<file path="src/rtl/display_scan_controller.sv">
// Three-digit scanned 7-segment front end: load/busy capture of a 10-bit value,
// iterative double-dabble BCD conversion, and a one-hot digit refresh scheduler.
module display_scan_controller #(
    parameter int SCAN_DIV      = 50000,
    parameter bit BLANK_LEADING = 1'b1
) (
    input  logic       clk,
    input  logic       rst,
    input  logic [9:0] num,
    input  logic       load,
    output logic       busy,
    output logic [6:0] segments,
    output logic [2:0] digit_en,
    output logic       overflow
);

    localparam int CW = (SCAN_DIV > 2) ? $clog2(SCAN_DIV) : 1;
    localparam logic [CW-1:0] CNT_MAX = CW'(SCAN_DIV - 1);
    localparam logic [CW-1:0] CNT_ONE = CW'(1);
    localparam logic [CW-1:0] CNT_ZERO = CW'(0);

    localparam logic [6:0] SEG_BLANK = 7'b0000000;
    localparam logic [6:0] SEG_DASH  = 7'b1000000;
    localparam logic [6:0] SEG_ZERO  = 7'b0111111;

    typedef enum logic [1:0] {
        IDLE    = 2'd0,
        CONVERT = 2'd1,
        COMMIT  = 2'd2
    } state_t;

    state_t      state_r;
    state_t      state_nxt_s;
    logic        busy_r;
    logic [9:0]  bin_r;
    logic [11:0] bcd_r;
    logic [3:0]  iter_r;
    logic        over_cap_r;

    logic [3:0]  ones_r;
    logic [3:0]  tens_r;
    logic [3:0]  hund_r;
    logic        overflow_r;

    logic [3:0]  ones_nxt_s;
    logic [3:0]  tens_nxt_s;
    logic [3:0]  hund_nxt_s;
    logic        overflow_nxt_s;

    logic [CW-1:0] cnt_r;
    logic [1:0]    idx_r;
    logic [1:0]    idx_nxt_s;
    logic          wrap_s;
    logic [6:0]    segments_r;
    logic [2:0]    digit_en_r;

    logic [3:0]  sel_digit_s;
    logic        sel_blank_s;
    logic [6:0]  sel_code_s;

    // One double-dabble iteration: correct every nibble >= 5, then shift {bcd, bin} left.
    function automatic logic [21:0] dabble_step(input logic [11:0] bcd, input logic [9:0] bin);
        logic [11:0] adj;
        adj = bcd;
        for (int i = 0; i < 3; i++) begin
            if (bcd[i*4 +: 4] >= 4'd5) begin
                adj[i*4 +: 4] = bcd[i*4 +: 4] + 4'd3;
            end else begin
                adj[i*4 +: 4] = bcd[i*4 +: 4];
            end
        end
        return {adj[10:0], bin, 1'b0};
    endfunction

    // Segment pattern (gfedcba) for a single BCD digit.
    function automatic logic [6:0] seg_code(input logic [3:0] d);
        logic [6:0] code;
        case (d)
            4'd0:    code = 7'b0111111;
            4'd1:    code = 7'b0000110;
            4'd2:    code = 7'b1011011;
            4'd3:    code = 7'b1001111;
            4'd4:    code = 7'b1100110;
            4'd5:    code = 7'b1101101;
            4'd6:    code = 7'b1111101;
            4'd7:    code = 7'b0000111;
            4'd8:    code = 7'b1111111;
            4'd9:    code = 7'b1101111;
            default: code = SEG_BLANK;
        endcase
        return code;
    endfunction

    // Converter state register.
    always_ff @(posedge clk or posedge rst) begin
        if (rst) begin
            state_r <= IDLE;
        end else begin
            state_r <= state_nxt_s;
        end
    end

    // Converter next-state logic.
    always_comb begin
        state_nxt_s = state_r;
        case (state_r)
            IDLE: begin
                if (load) begin
                    state_nxt_s = CONVERT;
                end else begin
                    state_nxt_s = IDLE;
                end
            end
            CONVERT: begin
                if (iter_r == 4'd9) begin
                    state_nxt_s = COMMIT;
                end else begin
                    state_nxt_s = CONVERT;
                end
            end
            COMMIT:  state_nxt_s = IDLE;
            default: state_nxt_s = IDLE;
        endcase
    end

    // Conversion datapath: capture on load, iterate while converting.
    always_ff @(posedge clk or posedge rst) begin
        if (rst) begin
            busy_r     <= 1'b0;
            bin_r      <= 10'd0;
            bcd_r      <= 12'd0;
            iter_r     <= 4'd0;
            over_cap_r <= 1'b0;
        end else begin
            busy_r <= (state_nxt_s != IDLE);
            case (state_r)
                IDLE: begin
                    if (load) begin
                        bin_r      <= num;
                        bcd_r      <= 12'd0;
                        iter_r     <= 4'd0;
                        over_cap_r <= (num > 10'd999);
                    end
                end
                CONVERT: begin
                    {bcd_r, bin_r} <= dabble_step(bcd_r, bin_r);
                    iter_r         <= iter_r + 4'd1;
                end
                default: begin
                    iter_r <= 4'd0;
                end
            endcase
        end
    end

    // Values the display registers will hold after this edge; only COMMIT changes them.
    always_comb begin
        ones_nxt_s     = ones_r;
        tens_nxt_s     = tens_r;
        hund_nxt_s     = hund_r;
        overflow_nxt_s = overflow_r;
        if (state_r == COMMIT) begin
            ones_nxt_s     = bcd_r[3:0];
            tens_nxt_s     = bcd_r[7:4];
            hund_nxt_s     = bcd_r[11:8];
            overflow_nxt_s = over_cap_r;
        end else begin
            overflow_nxt_s = overflow_r;
        end
    end

    // Committed display digits and overflow flag.
    always_ff @(posedge clk or posedge rst) begin
        if (rst) begin
            ones_r     <= 4'd0;
            tens_r     <= 4'd0;
            hund_r     <= 4'd0;
            overflow_r <= 1'b0;
        end else begin
            ones_r     <= ones_nxt_s;
            tens_r     <= tens_nxt_s;
            hund_r     <= hund_nxt_s;
            overflow_r <= overflow_nxt_s;
        end
    end

    // Scan position sequencing: advance 0->1->2->0 on each counter wrap.
    always_comb begin
        wrap_s    = (cnt_r == CNT_MAX);
        idx_nxt_s = idx_r;
        if (wrap_s) begin
            if (idx_r == 2'd2) begin
                idx_nxt_s = 2'd0;
            end else begin
                idx_nxt_s = idx_r + 2'd1;
            end
        end else begin
            idx_nxt_s = idx_r;
        end
    end

    // Pattern for the position being entered, using the post-commit digits so a
    // commit coinciding with an advance is shown immediately.
    always_comb begin
        sel_digit_s = ones_nxt_s;
        sel_blank_s = 1'b0;
        case (idx_nxt_s)
            2'd0: begin
                sel_digit_s = ones_nxt_s;
                sel_blank_s = 1'b0;
            end
            2'd1: begin
                sel_digit_s = tens_nxt_s;
                sel_blank_s = (hund_nxt_s == 4'd0) && (tens_nxt_s == 4'd0);
            end
            2'd2: begin
                sel_digit_s = hund_nxt_s;
                sel_blank_s = (hund_nxt_s == 4'd0);
            end
            default: begin
                sel_digit_s = ones_nxt_s;
                sel_blank_s = 1'b0;
            end
        endcase
        if (overflow_nxt_s) begin
            sel_code_s = SEG_DASH;
        end else if (BLANK_LEADING && sel_blank_s) begin
            sel_code_s = SEG_BLANK;
        end else begin
            sel_code_s = seg_code(sel_digit_s);
        end
    end

    // Refresh counter, scan index and the registered segment/enable outputs.
    always_ff @(posedge clk or posedge rst) begin
        if (rst) begin
            cnt_r      <= CNT_ZERO;
            idx_r      <= 2'd0;
            segments_r <= SEG_ZERO;
            digit_en_r <= 3'b001;
        end else begin
            idx_r <= idx_nxt_s;
            if (wrap_s) begin
                cnt_r      <= CNT_ZERO;
                segments_r <= sel_code_s;
                digit_en_r <= 3'b001 << idx_nxt_s;
            end else begin
                cnt_r <= cnt_r + CNT_ONE;
            end
        end
    end

    assign busy     = busy_r;
    assign segments = segments_r;
    assign digit_en = digit_en_r;
    assign overflow = overflow_r;

endmodule

</file>
<file path="config.mk">
export PLATFORM = sky130hd
export DESIGN_NAME = display_scan_controller
export DESIGN_NICKNAME = d
export VERILOG_FILES = /design/src/rtl/display_scan_controller.sv
export SDC_FILE = /design/constraint.sdc
export NUM_CORES = 1
export LEC_CHECK = 0
export CORE_MARGIN = 4
export CORE_UTILIZATION = 55
export DETAILED_ROUTE_END_ITERATION = 7
export GPL_TIMING_DRIVEN = 0
export HOLD_SLACK_MARGIN = 0.08
export PLACE_DENSITY = 0.72
export SLEW_MARGIN = 40
export SYNTH_ARGS = -nofsm -noshare
export SYNTH_HDL_FRONTEND = slang
export SYNTH_SLANG_ARGS = --single-unit
</file>
<file path="constraint.sdc">
create_clock -name clk -period 3.9 [get_ports clk]
set_input_delay 0.78 -clock clk [delete_from_list [all_inputs] [get_ports clk]]
set_output_delay 0.78 -clock clk [all_outputs]
set_load 0.02 [all_outputs]
</file>
### After elaboration in Yosys (flattened, before gate mapping)

Memory sizes are Yosys's and may differ from the RTL's.
Cells that the tools add are included.

* reduce and logical (&&, ||, !) cells: 8
* eq/ne operators: 8
* order comparisons: 4
* shifts and indexed selects: 1
* multiplexer cells: 23
* add/subtract/negate cells: 6

Operators by type and width (number)
* $mux W4: 6
* $pmux W12 S2: 1
* $pmux W10 S2: 1
* $add A16 B1 Y16 const B: 1
* $eq A16 B16 Y1 const B: 1
* $mux W16: 1
* $pmux W4 S2: 2
* $mux W7: 2
* $ge A4 B3 Y1 const B: 3
* $mux W12: 1
* $gt A10 B10 Y1 const B: 1
* $mux W10: 1
* $add A4 B2 Y4 const B: 2
* $logic_not A4 Y1: 2
* $eq A2 B2 Y1 const B: 3
* $mux W2: 3
* $add A4 B1 Y4 const B: 1
* $eq A2 B1 Y1 const B: 2
* $eq A4 B4 Y1 const B: 1
* $pmux W2 S2: 1
* $reduce_and A2 Y1: 2
* $reduce_bool A2 Y1: 2
* $add A3 B2 Y3 const B: 1
* $mux W3: 1
* 7 further kinds: 8

* register bits after elaboration: 71
* output and inout port bits: 12
* input port bits: 13
* memories: 1
* memory bits (read-only): 112

Memory list
* (name not given): words 16, width 7, read ports 1, clocked after Yosys merged registers in 0, write ports 0, RTL line 78 `case (d)`

### Longest topological paths before layout

An unclocked memory read counts as a cell.

* depth after elaboration: 8
* depth in mapped cells: 18

### Worst setup path before layout

Ideal clock, no wire load.

* path kind: flip-flop to flip-flop
* from: register cnt_r[11]
* to: register segments_r[4] (netlist: segments[4])
* cell stages (with the launch flop): 16
* arrival time: 3.327 ns
* setup slack: 0.494 ns
* clock period less this slack: 3.406 ns
* data required time: 3.821 ns
* buffers on the path: 1
* cell sequence: dfrtp_1 -> or4_4 -> or4_4 -> buf_6 -> nor3b_1 -> a21o_1 -> ha_1 -> inv_1 -> nor2_1 -> or2_2 -> ha_1 -> inv_1 -> o211ai_1 -> o31ai_1 -> mux2i_1 -> a22o_1

* word-level cells in the longest chain between the ends: 7
* elaborated cells on any way between the ends: 9
* classes of those cells: 3 x eq/ne; 5 x mux; 1 x memory

RTL lines
* start: declaration: RTL line 50 `logic [CW-1:0] cnt_r;`
* start signal: assignment: RTL line 248 `cnt_r <= cnt_r + CNT_ONE;`
* $eq A16 B16 Y1 (*): RTL line 189 `wrap_s = (cnt_r == CNT_MAX);`
* $mux W2 (*): RTL line 191 `if (wrap_s) begin`
* net idx_nxt_s[1]: RTL line 52 `logic [1:0] idx_nxt_s;`
* $eq A2 B2 Y1 / $eq A2 B1 Y1 (equally long branches): RTL line 207 `case (idx_nxt_s)`
* $pmux W4 S2: RTL line 207
* $mem_v2 Z16 W7
* $mux W7 (*): RTL line 227 `end else if (BLANK_LEADING && sel_blank_s) begin`
* $mux W7 (*): RTL line 225 `if (overflow_nxt_s) begin`
* end signal: assignment: RTL line 245 `segments_r <= sel_code_s;`
* end: declaration: RTL line 54 `logic [6:0] segments_r;`

The timed path passes the listed nets; every way through them passes the cells marked *.
A chain may end at the register's enable or synchronous reset.

### Worst setup path in the final report

* from: register cnt_r[11]
* to: register segments_r[6] (netlist: segments[6])

Same word-level chain as after synthesis.

==> reports/qor.csv <==
metric;value;unit
CTS buffer count;9;
vias in the first global route;2615;
Nets;434;
Rel. slew slack;59.8;%
worst vdd ir;0.372;mV
setup ws final;0.192;ns
hold wc startpoint;digit_en[0];
synthesis-to-finish area growth;17.4;%
Post-synth EDFFs;0;
clk sinks;71;
dpl cell area;3960;um^2
Hold Slack;0.459;ns
Die Span Y;88.7;um
number of distinct library cells after synthesis;55;
r2r startpoint;cnt_r[11];
post-synth top area share;44.7;%
Finished Cell Area;4210;um^2
dpl ws;0.148;ns
r2r setup slk;0.19;ns
syn_area_per_cell;9.81;um^2
Hold EP;digit_en[0];
Post-DP HPWL;5090;um
RSZ-0062 raised after global routing;true;
Critical Path Slowest Stage Cell;or4_4;
Int Pwr;1650;uW
top cells by area, synth;dfrtp_1, nand2_1, ha_1;
Slew Limit Fails;0;
DR iter-0 viols;103;
worst slew pin tran;0.598;ns
most frequent cell after synthesis;dfrtp_1;
syn_nets;395;
ys async rst share;100;%
Routed Antenna Nets;0;
sequential share of power;41.2;%
DRT Wirelength;7140;um
Synth Flop Type;dfrtp_1;
vias post-DR;2704;
Tcrit/Tclk final;95.1;%
vias per inst;5.56;
Worst Hold Class;flip-flop to flip-flop;
global-route wire length before repair;12100;um
Final Hold Viols;0;
Wirelength per Cell;14.7;um
Comb pwr share;35.2;%
Power Density;615;nW/um^2
TritonCTS clock tree;yes;
Synth Warn #;0;
setup TNS;0;ns
drt pass-1 iters;4;
initial antenna violation count;0;
total core area;6350;um^2
Max Cap Viol;0;
chip width;88.7;um
Ant. Diodes;0;
area of the mapped netlist;3580;um^2
total gr overflow;0;
Syn Inst Count;365;
Hold Crit Depth;2;
# setup viols final;0;
skew final;0.00715;ns
Clock power frac;23.6;%
gr usage total;19.9;%
Rows;29;
Arr. time, crit path;3.96;ns
post-synth top area cell;dfrtp_1;
Worst Path Required;4.15;ns
Port Buffer Count;24;
crit-path cells;or4_4 > or4_4 > buf_6 > nor3b_1 > a21o_1 > inv_1 > ha_1 > a221oi_1 > or2_2 > inv_1 > ha_1 > o211a_1 > o31ai_1;
Worst R2R End;segments[6];
cell leakage power;0.00192;uW
layout cells sized above 1;12.0;%
FF-to-FF path depth;13;
clk buf depth;2;
number of H-tree levels;3;
synthesized flop and latch total;71;
status;complete, no violations;
min cycle time layout;3.71;ns
CP startpoint kind;flip-flop;
GPL Wtd Cong;0.766;
root buffer cell;clkbuf_8;
clk_lat worst skew;0.35;ns
Net Sw Power;939;uW
Sw Ratio;36.3;%
DIE AREA;7870;um^2
max incr delay on CP;0.55;ns
Worst Setup End Kind;flip-flop;
Synth top cells by count;dfrtp_1, nand2_1, nor2_1;
Worst Setup Path Type;flip-flop to flip-flop;
Ports;25;
starting density of the core;56.4;%
sequential share of the synthesized area;49.8;%
largest net degree at the start of global routing;55;
f_max;0.270;GHz
Worst-path clk slew;0.07;ns
Crit Path Max Fanout;9;
DRC viols;0;
metrics by stage:
| stage | util [%] | power, uW | cells |
|---|---|---|---|
| finish | 66.2 | 2590 | 486 |
| detailed placement | 62.4 | 1950 | 467 |
| floorplan | - | 1720 | 365 |
| global placement | 61.7 | 1910 | 466 |
| global route | 66.2 | 2790 | 486 |
| CTS | 65.6 | 2580 | 483 |
metal layers:
layer  track usage, %  vias to the layer above  wire length, um
li1                 -                     1340                -
met1             26.1                     1302             3350
met2             32.6                       52             3380
met3             3.72                       10              291
met4             7.97                        0              119
met5                0                        -                0
cell usage in the layout (no fill, tap or decap), drive strengths merged, types with 3 or more instances in the layout:
cell and instances:
nand3 10, o22ai 4, nor3 4, nor2 35, or2 3, dfrtp 64
nand2b 6, inv 19, o21ai 22, mux2i 7, nor2b 3, xnor2 6
a21oi 11, nand4 3, nor3b 3, ha 17, xor2 12, nand2 57
clkinv 4, a31oi 9, buf 8, a32o 3, clkbuf 19, mux2 7
dfstp 7, a21o 4, o31ai 5, clkdlybuf4s50 24
critical path, delay by kind of cell (launching register included):
kind | cells | cell delay (ns)
adder cells (fa/ha/maj) | 2 | 0.45
AO/OA/AOI/OAI | 4 | 0.96
buffers and inverters | 3 | 0.30
AND/OR/NAND/NOR | 4 | 1.48
flip-flops | 1 | 0.43
cells by family (layout without fill, tap and decap cells):
| kind of cell | after synthesis | after routing | share of synthesized area [%] |
|---|---|---|---|
| compound gates | 74 | 74 | 13.7 |
| buf+inv | 32 | 76 | 3.63 |
| flops | 71 | 71 | 49.8 |
| fa+ha+maj | 17 | 17 | 5.94 |
| xor+xnor | 18 | 18 | 4.40 |
| mux | 14 | 14 | 4.16 |
| simple gates | 139 | 139 | 18.4 |
sequential cells by signal, summed over array words and instances (netlist names), 4 cells and up:
name      flops
bcd_r        12
bin_r        10
cnt_r        16
tens_r        4
ones_r        4
segments      7
iter_r        4
hund_r        4
power by group through the flow:
stage | Clock (uW) | Combinational, uW | Sequential [uW]
2_1_floorplan | 0 | 689 | 1040
3_3_place_gp | 0 | 844 | 1070
6_report | 612 | 910 | 1070
3_5_place_dp | 0 | 878 | 1070
5_1_grt | 656 | 1040 | 1090
4_1_cts | 627 | 884 | 1060
worst max path at each step:
stage                  end  slack (ns)       from  cells after the start
6_report       segments[6]        0.19  cnt_r[11]                     13
2_1_floorplan  segments[4]        0.49  cnt_r[11]                     15
3_5_place_dp   segments[4]        0.15  cnt_r[11]                     17
3_3_place_gp      bin_r[9]        0.15        rst                      2
4_1_cts        segments[4]        0.14   cnt_r[4]                     17
5_1_grt        segments[4]       -0.08  cnt_r[11]                     17
repair_timing:
| action | CTS | global route |
|---|---|---|
| endpoints found under the setup margin | 0 | 3 |
| resized for setup | 0 | 4 |
| setup buffers | 0 | 3 |
| hold buffers | 0 | 0 |
cell type report:
type                            count  area (um^2)
Sequential cell                    71         1790
Inverter                           20         80.1
Fill cell                         507         2140
Tap cell                           77         96.3
Clock inverter                      5         56.3
Buffer                             12         55.1
Timing Repair Buffer               28          290
Multi-Input combinational cell    262         1690
Clock buffer                       11          151
(Power assumes the default switching activity.)
